==> src/rtl/unidade_controle.sv <==
// Multi-cycle control FSM for the unidadeProcessamento datapath (RV64 subset:
// add/sub/and, addi, ld, sd, beq/bne, lui). Control word is decoded from state + IR.
module unidade_controle #(
  parameter int ST_W = 4
) (
  input  logic            clk,
  input  logic            Reset,
  input  logic [31:0]     inst,
  input  logic            Zero,
  output logic            PCSrc,
  output logic [2:0]      ALUFunct,
  output logic [2:0]      ALUSrcB,
  output logic            ALUSrcA,
  output logic            LoadRegA,
  output logic            LoadRegB,
  output logic            LoadALUOut,
  output logic            LoadIR,
  output logic            LoadMDR,
  output logic            PCWrite,
  output logic            IMemLoad,
  output logic            DMemLoad,
  output logic            RegWrite,
  output logic            MemToReg,
  output logic            Illegal,
  output logic [ST_W-1:0] state_dbg
);

  typedef enum logic [ST_W-1:0] {
    S_RESET      = ST_W'(0),
    S_FETCH      = ST_W'(1),
    S_FETCH_WAIT = ST_W'(2),
    S_DECODE     = ST_W'(3),
    S_EXEC_R     = ST_W'(4),
    S_EXEC_I     = ST_W'(5),
    S_EXEC_U     = ST_W'(6),
    S_WB_ALU     = ST_W'(7),
    S_ADDR_L     = ST_W'(8),
    S_MEM_RD     = ST_W'(9),
    S_MEM_WAIT   = ST_W'(10),
    S_WB_MEM     = ST_W'(11),
    S_ADDR_S     = ST_W'(12),
    S_MEM_WR     = ST_W'(13),
    S_BRANCH     = ST_W'(14),
    S_ILLEGAL    = ST_W'(15)
  } state_t;

  localparam logic [2:0] F_PASS_B = 3'b000;
  localparam logic [2:0] F_ADD    = 3'b001;
  localparam logic [2:0] F_SUB    = 3'b010;
  localparam logic [2:0] F_AND    = 3'b011;

  localparam logic [2:0] B_REGB  = 3'b000;
  localparam logic [2:0] B_FOUR  = 3'b001;
  localparam logic [2:0] B_IMMI  = 3'b010;
  localparam logic [2:0] B_IMMS  = 3'b011;
  localparam logic [2:0] B_IMMSB = 3'b100;
  localparam logic [2:0] B_IMMU  = 3'b101;

  localparam logic [6:0] OP_R      = 7'b0110011;
  localparam logic [6:0] OP_I      = 7'b0010011;
  localparam logic [6:0] OP_LOAD   = 7'b0000011;
  localparam logic [6:0] OP_STORE  = 7'b0100011;
  localparam logic [6:0] OP_BRANCH = 7'b1100011;
  localparam logic [6:0] OP_LUI    = 7'b0110111;

  state_t state;

  logic [6:0] opcode;
  logic [2:0] funct3;
  logic [6:0] funct7;
  logic       r_ok;
  logic [2:0] r_funct;
  logic       unused_bits;

  assign opcode      = inst[6:0];
  assign funct3      = inst[14:12];
  assign funct7      = inst[31:25];
  assign unused_bits = ^{inst[24:15], inst[11:7]};
  assign state_dbg   = state;

  assign r_ok = (funct3 == 3'd0 && (funct7 == 7'h00 || funct7 == 7'h20)) ||
                (funct3 == 3'd7 && funct7 == 7'h00);
  assign r_funct = (funct3 == 3'd7) ? F_AND : ((funct7 == 7'h20) ? F_SUB : F_ADD);

  always_ff @(posedge clk or posedge Reset) begin
    if (Reset) begin
      state <= S_RESET;
    end else begin
      case (state)
        S_RESET:      state <= S_FETCH;
        S_FETCH:      state <= S_FETCH_WAIT;
        S_FETCH_WAIT: state <= S_DECODE;
        S_DECODE: begin
          case (opcode)
            OP_R:      state <= r_ok ? S_EXEC_R : S_ILLEGAL;
            OP_I:      state <= (funct3 == 3'd0) ? S_EXEC_I : S_ILLEGAL;
            OP_LOAD:   state <= (funct3 == 3'd3) ? S_ADDR_L : S_ILLEGAL;
            OP_STORE:  state <= (funct3 == 3'd3) ? S_ADDR_S : S_ILLEGAL;
            OP_BRANCH: state <= (funct3 == 3'd0 || funct3 == 3'd1) ? S_BRANCH : S_ILLEGAL;
            OP_LUI:    state <= S_EXEC_U;
            default:   state <= S_ILLEGAL;
          endcase
        end
        S_EXEC_R, S_EXEC_I, S_EXEC_U: state <= S_WB_ALU;
        S_ADDR_L:   state <= S_MEM_RD;
        S_MEM_RD:   state <= S_MEM_WAIT;
        S_MEM_WAIT: state <= S_WB_MEM;
        S_ADDR_S:   state <= S_MEM_WR;
        default:    state <= S_FETCH;
      endcase
    end
  end

  // The RESET state decodes to an all-zero word, so outputs drop with the async reset.
  always_comb begin
    PCSrc      = 1'b0;
    ALUFunct   = F_PASS_B;
    ALUSrcB    = B_REGB;
    ALUSrcA    = 1'b0;
    LoadRegA   = 1'b0;
    LoadRegB   = 1'b0;
    LoadALUOut = 1'b0;
    LoadIR     = 1'b0;
    LoadMDR    = 1'b0;
    PCWrite    = 1'b0;
    IMemLoad   = 1'b0;
    DMemLoad   = 1'b0;
    RegWrite   = 1'b0;
    MemToReg   = 1'b0;
    Illegal    = 1'b0;
    case (state)
      S_FETCH: begin
        ALUSrcB  = B_FOUR;
        ALUFunct = F_ADD;
        PCWrite  = 1'b1;
      end
      S_FETCH_WAIT: LoadIR = 1'b1;
      S_DECODE: begin
        LoadRegA   = 1'b1;
        LoadRegB   = 1'b1;
        ALUSrcB    = B_IMMSB;
        ALUFunct   = F_ADD;
        LoadALUOut = 1'b1;
      end
      S_EXEC_R: begin
        ALUSrcA    = 1'b1;
        ALUFunct   = r_funct;
        LoadALUOut = 1'b1;
      end
      S_EXEC_I, S_ADDR_L: begin
        ALUSrcA    = 1'b1;
        ALUSrcB    = B_IMMI;
        ALUFunct   = F_ADD;
        LoadALUOut = 1'b1;
      end
      S_EXEC_U: begin
        ALUSrcB    = B_IMMU;
        LoadALUOut = 1'b1;
      end
      S_WB_ALU:   RegWrite = 1'b1;
      S_MEM_WAIT: LoadMDR  = 1'b1;
      S_WB_MEM: begin
        RegWrite = 1'b1;
        MemToReg = 1'b1;
      end
      S_ADDR_S: begin
        ALUSrcA    = 1'b1;
        ALUSrcB    = B_IMMS;
        ALUFunct   = F_ADD;
        LoadALUOut = 1'b1;
      end
      S_MEM_WR: DMemLoad = 1'b1;
      S_BRANCH: begin
        ALUSrcA  = 1'b1;
        ALUFunct = F_SUB;
        PCSrc    = 1'b1;
        PCWrite  = funct3[0] ? ~Zero : Zero;
      end
      S_ILLEGAL: Illegal = 1'b1;
      default: ;
    endcase
  end

endmodule

==> config.mk <==
export PLATFORM = sky130hd
export DESIGN_NAME = unidade_controle
export DESIGN_NICKNAME = d
export VERILOG_FILES = /design/src/rtl/unidade_controle.sv
export SDC_FILE = /design/constraint.sdc
export NUM_CORES = 1
export LEC_CHECK = 0
export BUFFER_PORTS_ARGS = -buffer_cell sky130_fd_sc_hd__buf_2
export CORE_MARGIN = 1.5
export CORE_UTILIZATION = 37
export CTS_CLUSTER_DIAMETER = 40
export CTS_CLUSTER_SIZE = 8
export DETAILED_ROUTE_END_ITERATION = 16
export GPL_ROUTABILITY_DRIVEN = 0
export GPL_TIMING_DRIVEN = 0
export HOLD_SLACK_MARGIN = 0.08
export PLACE_DENSITY = 0.78
export SLEW_MARGIN = 20
export SYNTH_ARGS = -nofsm -noshare
export SYNTH_HDL_FRONTEND = slang
export SYNTH_SLANG_ARGS = --single-unit
==> constraint.sdc <==
create_clock -name clk -period 2.3 [get_ports clk]
set_clock_uncertainty 0.1 [all_clocks]
set_input_delay 0.69 -clock clk [delete_from_list [all_inputs] [get_ports clk]]
set_output_delay 0.69 -clock clk [all_outputs]
set_load 0.01 [all_outputs]
Yosys cells after proc, flatten, opt, wreduce, memory -nomap -nowiden
Cells that the tools add are included.
{"block": "totals", "output_inout_bits": 23, "wordCells": 63, "inputBits": 35, "reg_bits": 4}
{"block": "classes", "reduce_logical": 13, "n_eq_ne": 25, "mux": 23, "n_bitwise": 1}
{"operator": "$eq 4x4->1 const B", "n": 8}
{"operator": "$pmux 4 s8", "n": 1}
{"operator": "$eq 7x6->1 const B", "n": 4}
{"operator": "$pmux 4 s6", "n": 1}
{"operator": "$eq 4x3->1 const B", "n": 4}
{"operator": "$pmux 3 s5", "n": 1}
{"operator": "$mux 1", "n": 12}
{"operator": "$reduce_or 5->1", "n": 2}
{"operator": "$eq 4x2->1 const B", "n": 2}
{"operator": "$mux 4", "n": 2}
{"operator": "$eq 7x2->1 const B", "n": 1}
{"operator": "$eq 7x5->1 const B", "n": 1}
{"operator": "$eq 7x7->1 const B", "n": 1}
{"operator": "$logic_not 7->1", "n": 1}
{"operator": "$mux 2", "n": 3}
{"operator": "$pmux 2 s3", "n": 1}
{"operator": "$reduce_or 6->1", "n": 1}
{"operator": "$eq 4x1->1 const B", "n": 1}
{"operator": "$reduce_or 2->1", "n": 2}
{"operator": "$eq 3x1->1 const B", "n": 1}
{"operator": "$eq 3x2->1 const B", "n": 1}
{"operator": "$eq 3x3->1 const B", "n": 1}
{"operator": "$logic_not 3->1", "n": 1}
{"operator": "$logic_or 1x1->1", "n": 3}
{"operator": "other kinds (5)", "n": 6}

Depth between registers and ports, before layout
Gate-level depths: netlist of the first run.
{"block": "logic_depth", "ltp_word": 7, "mapped_depth": 5}

Least setup slack after synthesis of the first run
OpenSTA, ideal clock, no wires.
{"block": "synth_path", "path_type": "input to output", "start": "input inst[26]", "end": "output ALUFunct[0]", "arrival_time_ns": 1.363, "path_slack_ns": 0.147, "path_stages": 4, "cell_sequence": "nor4_4 -> nand4_1 -> a21oi_1 -> o31ai_1"}
{"block": "synth_between", "elab_chain_cells": 4}
{"item": "from (decl)", "line": "8", "source": "input logic [31:0] inst,"}
{"item": "$eq 7x6->1", "line": "83", "source": "assign r_funct = (funct3 == 3'd7) ? F_AND : ((funct7 == 7'h20) ? F_SUB : F_ADD);"}
{"item": "$mux 2 (2 in series)", "line": "83"}
{"item": "$pmux 2 s3", "line": "131", "source": "case (state)"}
{"item": "to (decl)", "line": "11", "source": "output logic [2:0] ALUFunct,"}
No other way between the ends.

Worst setup path after layout of the first run
{"block": "layout_path", "start": "input inst[27]", "end": "output ALUFunct[0]"}
Same word-level chain as after synthesis.

==> results of run 1 <==
[stage by stage]
| step | utilization [%] | instances |
|---|---|---|
| 2_1_floorplan | - | 98 |
| 3_5_place_dp | 55.16 | 154 |
| 6_report | 58.33 | 158 |
| 5_1_grt | 58.33 | 158 |
| 4_1_cts | 57.86 | 158 |
| 3_3_place_gp | 55.16 | 154 |
[area by class of cell]
| cell class | count | area [um2] |
|---|---|---|
| Clock buffer | 3 | 22.52 |
| Fill cell | 161 | 656.9 |
| Multi-Input combinational cell | 81 | 491.7 |
| Sequential cell | 4 | 100.1 |
| Buffer | 8 | 46.29 |
| Tap cell | 16 | 20.02 |
| Inverter | 5 | 18.77 |
| Timing Repair Buffer | 41 | 220.2 |
[cells by family (layout without fill, tap and decap cells)]
| logic type | after synthesis | count (layout) | share of synthesized area (%) |
|---|---|---|---|
| and+or+nand+nor | 51 | 51 | 45.35 |
| DFF | 4 | 4 | 15.50 |
| AOI/OAI and AO/OA | 26 | 26 | 25.78 |
| buffers and inverters | 13 | 57 | 10.08 |
| xor gates and xnor gates | 2 | 2 | 2.714 |
| other | 1 | 2 | 0.5808 |
[routing by layer]
metal,part of all wire (%),vias up
met5,0,-
met4,0.11,0
met3,5.0,2
met2,50,35
met1,45,374
li1,-,439
[cell usage after synthesis, types with 2 or more instances]
master,n
nand3b_1,2
o21ai_0,5
o21ai_1,3
inv_1,4
nor3b_1,2
nand3_1,5
buf_2,4
buf_4,3
nand2_1,9
nand2b_1,4
a21oi_1,7
dfrtp_1,4
nor3_1,5
nor2_1,15
[what timing repair did]
action,CTS,global route
setup buffers,1,0
setup endpoints to repair,2,5
cloned,0,0
pin swaps,4,0
hold buffers,0,0
resized for setup,2,2
[power by group through the flow]
stage          Clock, uW  Combinational (uW)  Sequential, uW
3_5_place_dp           0                 582             124
3_3_place_gp           0                 573             123
5_1_grt              102                 651             128
4_1_cts             89.4                 586             124
6_report            86.4                 586             123
2_1_floorplan          0                 376             131
[how the worst max path moves through the flow]
| stage | start | to |
|---|---|---|
| 2_1_floorplan | inst[26] | ALUFunct[0] |
| 3_3_place_gp | inst[26] | ALUFunct[0] |
| 3_5_place_dp | inst[26] | ALUFunct[0] |
| 4_1_cts | inst[27] | ALUFunct[0] |
| 5_1_grt | inst[27] | ALUFunct[0] |
| 6_report | inst[27] | ALUFunct[0] |
==> summary.md, run 1 <==
| Metric | Value |
|---|---|
| Synth top area share | `15.50%` |
| Synth area leaders | `dfrtp_1 16%, nor2_1 8.7%, a21oi_1 5.4%` |
| Cells along the critical path | `buf_6 -> nor4_4 -> nand4_1 -> a21oi_1 -> o31ai_1 -> buf_2` |
| P_sw | `391.1 uW` |
| Dpl hpwl | `1468 um` |
| Root Buffer | `clkbuf_4` |
| CTS Buf Count | `3` |
| Clk sinks | `4` |
| Max reg flops | `4` |
| Remaining antenna violation count | `0` |
| Post-route clock period utilization | `102.9%` |
| Pre-CTS WS | `-0.1464 ns` |
| Mapped Area | `645.6 um2` |
| Critical path type | `in2out` |
| Min-Delay Path Class | `in2async` |
| Initial drt markers | `16` |
| Predominant post-synthesis flop cell | `dfrtp_1` |
| Sequential-to-total area share from yosys stat | `15.50%` |
| CP peak stage delay | `0.30 ns` |
| GR met1 Demand/Resource | `24.75%` |
| RR Startpoint | `state_dbg[3]` |
| Critical Path RT | `1.51 ns` |
| Final setup margin | `-0.06676 ns` |
| Worst Setup End Kind | `primary output` |
| Number of global-route vias before repair | `738` |
| Internal power | `404.2 uW` |
| H-tree levels | `1` |
| Clock power share | `10.9%` |
| Area growth from synthesis to layout | `42.44%` |
| Hold WS | `0.2246 ns` |
| Max Fclk | `422.5 MHz` |
| Largest net degree at the start of global routing | `11` |
| Logic gate share of total power | `73.6%` |
| Fraction of layout cells with a size suffix above 1 | `39.44%` |
| Max Cap Viol | `0` |
| Switch share | `49.17%` |
| Avg WL per Cell | `11.62 um` |
| Die H | `44.77 um` |
| Syn Inst Count | `97` |
| R2r setup slk | `0.91 ns` |
| Overflow after GRT | `0` |
| CTS tree | `yes` |
| DR pass1 iterations | `4` |
| Leading cell type in the layout, fill and taps excluded | `buf_2` |
| Buf/Inv on CP | `2` |
| Crit start category | `input port` |
| Avg Synthesized Cell Area | `6.656 um2` |
| Slew Limit Fails | `0` |
| Critical Path Fanout Max | `3` |
| Clk_lat worst skew | `0.23 ns` |
| GRT met3 Usage | `1.200%` |
| Core area | `0.001577 mm2` |
| Design Area, Final | `919.6 um2` |
| Tot Pwr | `795.3 uW` |
| Final hold viol count | `0` |
| Synth warn | `0` |
| Routed WL | `1836 um` |
| Synth area leader | `dfrtp_1` |
| RSZ-0062 raised after global routing | `true` |
| Top-Level Pins | `58` |
| Fin nets | `179` |
| Crit path depth | `6` |
| Initial core utilization | `40.95%` |
| Initial antenna violation count | `0` |
| Vias | `850` |
| Crit path max-delay family | `simple AND/OR/NAND/NOR gates` |
| Total die area | `0.002004 mm2` |
| PortBufs | `40` |
| Post-synth EDFFs | `0` |
| Period minus WS final | `2.367 ns` |
| Reg-to-reg endpoint | `state_dbg[2]` |
| Power per cell area | `864.8 mW/mm2` |
| All-Layer GR Usage | `19.37%` |
| Outcome | `finished with violations` |
| First-pass GRT wire length | `2973 um` |
| DRC | `0` |
| Crit path arrival time | `1.58 ns` |
| Final setup viols | `2` |
| Antenna Cells | `0` |
| Clock Path Buffers | `2` |
| Placed cell areas | `869.6 um2` |
| Clock slew seen by the registers of the worst setup and hold paths | `0.04 ns` |
| Asr flop ratio synth | `100.0%` |
| Via density | `5.380` |
| Leak pwr | `0.0004781 uW` |
| Die Width | `44.77 um` |
| Slowest-stage cell, CP | `nor4_4` |
| Global Route met2 Usage | `33.91%` |
| Gr busiest metal | `met2` |
| Commonest non-fill, non-tap cells in the layout | `42 x buf_2, 14 x nor2_1, 9 x nand2_1` |
| Site row count | `14` |
| Seq pwr share | `15.5%` |
| Failing checks | `negative setup slack` |
| Worst ir drop on vdd | `0.3744 mV` |
| Reg2reg path depth | `4` |
| Cell variety after synth | `39` |
| Final setup TNS | `-0.1105 ns` |
| #FFs+latches synth | `4` |
Note: power is estimated with default switching activity, not from simulation.
==> run 2: changes to the inputs <==
Settings changed: CELL_PAD_IN_SITES_DETAIL_PLACEMENT set to 1, CELL_PAD_IN_SITES_GLOBAL_PLACEMENT set to 1, CORE_UTILIZATION 37 to 23, PLACE_DENSITY 0.78 to unset, PLACE_DENSITY_LB_ADDON set to 0.1.
==> summary.md, run 2 (same netlist as run 1, synthesis figures left out) <==
| Metric | Value |
|---|---|
| FF+latch area | `100.1 um2` |
| PortBufs | `40` |
| Top-Level Pins | `58` |
| Period minus WS final | `2.428 ns` |
| Fraction of layout cells with a size suffix above 1 | `41.26%` |
| Overflow after GRT | `0` |
| Seq pwr share | `15.2%` |
| Max Cap Viol | `0` |
| Crit path arrival time | `1.64 ns` |
| Clock power share | `10.6%` |
| Internal power | `409.2 uW` |
| Die H | `55.98 um` |
| Site row count | `19` |
| Leak pwr | `0.0004874 uW` |
| Die Width | `55.98 um` |
| Antenna Cells | `0` |
| Dpl hpwl | `1787 um` |
| Clk_lat worst skew | `0.23 ns` |
| Clk sinks | `4` |
| Crit start category | `input port` |
| Initial drt markers | `12` |
| R2r setup slk | `0.93 ns` |
| RR Startpoint | `state_dbg[2]` |
| Commonest non-fill, non-tap cells in the layout | `42 x buf_2, 14 x nor2_1, 9 x nand2_1` |
| Critical Path RT | `1.51 ns` |
| Number of global-route vias before repair | `838` |
| Placed cell areas | `888.4 um2` |
| Post-route clock period utilization | `105.6%` |
| Min-Delay Path Class | `in2async` |
| Leading cell type in the layout, fill and taps excluded | `buf_2` |
| Worst Setup End Kind | `primary output` |
| Final setup margin | `-0.1278 ns` |
| CTS Buf Count | `3` |
| Crit path max-delay family | `simple AND/OR/NAND/NOR gates` |
| Design Area, Final | `945.9 um2` |
| Vias | `865` |
| Critical Path Fanout Max | `3` |
| Cells along the critical path | `buf_6 -> nor4_4 -> nand4_1 -> a21oi_2 -> o31ai_1 -> buf_2` |
| Root Buffer | `clkbuf_4` |
| Core area | `0.002710 mm2` |
| Fin nets | `180` |
| DR pass1 iterations | `4` |
| Avg WL per Cell | `12.86 um` |
| Worst ir drop on vdd | `0.4329 mV` |
| First-pass GRT wire length | `3601 um` |
| Final hold viol count | `0` |
| Total die area | `0.003134 mm2` |
| H-tree levels | `1` |
| FILL cells | `381` |
| Final setup viols | `2` |
| Critical path type | `in2out` |
| Reg2reg path depth | `4` |
| Reg-to-reg endpoint | `state_dbg[0]` |
| Max reg flops | `4` |
| Area occupied by multi-input gates | `490.5 um2` |
| Max Fclk | `411.9 MHz` |
| DRC | `0` |
| Clock slew seen by the registers of the worst setup and hold paths | `0.04 ns` |
| Final setup TNS | `-0.1850 ns` |
| Logic gate share of total power | `74.2%` |
| CP peak stage delay | `0.31 ns` |
| Clock Path Buffers | `2` |
| Routed WL | `2238 um` |
| Via density | `4.971` |
| Outcome | `finished with violations` |
| Largest net degree at the start of global routing | `11` |
| Failing checks | `negative setup slack` |
| Slew Limit Fails | `0` |
| Area growth from synthesis to layout | `46.51%` |
| All-Layer GR Usage | `13.98%` |
| RSZ-0062 raised after global routing | `true` |
| P_sw | `406.9 uW` |
| Post-CTS Hold Fix Bufs | `0` |
| Initial core utilization | `23.82%` |
| Switch share | `49.86%` |
| Initial antenna violation count | `0` |
| Buf/Inv on CP | `2` |
| Slowest-stage cell, CP | `nor4_4` |
| CTS tree | `yes` |
| Remaining antenna violation count | `0` |
| Power per cell area | `862.7 mW/mm2` |
[run 2: per-layer routing]
| layer | GRT usage [%] | vias up | routed length, um |
|---|---|---|---|
| li1 | - | 438 | - |
| met1 | 17.71 | 403 | 978 |
| met2 | 25.04 | 24 | 1166 |
| met3 | 1.860 | 0 | 93 |
| met4 | 3.061 | 0 | 0 |
| met5 | 0 | - | 0 |
[run 2: worst max-delay path by stage]
| stage | end | cells past startpoint | start | slack, ns |
|---|---|---|---|---|
| finish | ALUFunct[0] | 6 | inst[25] | -0.13 |
| detailed placement | ALUFunct[0] | 6 | inst[26] | -0.17 |
| floorplan | ALUFunct[0] | 4 | inst[26] | 0.15 |
| CTS | ALUFunct[0] | 6 | inst[27] | -0.10 |
| global route | ALUFunct[0] | 6 | inst[25] | -0.21 |
| global placement | ALUFunct[0] | 6 | inst[26] | -0.15 |
[run 2: cell type report]
type | instances | area share [%]
Buffer | 8 | 5.026
Clock buffer | 3 | 2.381
Inverter | 5 | 1.984
Multi-Input combinational cell | 81 | 51.85
Sequential cell | 4 | 10.58
Tap cell | 31 | 4.101
Timing Repair Buffer | 42 | 24.07
[run 2: through the flow]
stage	std cells	setup slack [ns]	util (%)	hold WS [ns]	power [uW]
6_report	174	-0.1278	34.90	0.2234	816.0
5_1_grt	174	-0.2093	34.90	0.2336	902.4
4_1_cts	173	-0.1010	34.35	0.2227	821.6
3_5_place_dp	169	-0.1691	32.78	0.4733	727.6
3_3_place_gp	169	-0.1547	32.78	0.4695	719.7
2_1_floorplan	98	0.1474	-	0.3561	507.4
[run 2: power by group through the flow]
stage,clock (uW),sequential (uW),combinational (uW)
after global placement,0,127,593
after detailed placement,0,126,601
final,86.2,124,606
after global routing,92.6,131,679
after floorplan,0,131,376
after CTS,89.8,125,606
[run 2: what timing repair did]
action                     CTS  global route
setup buffers                1             1
setup endpoints to repair    2             7
gates resized for setup      2             4
pin swaps                    4             3
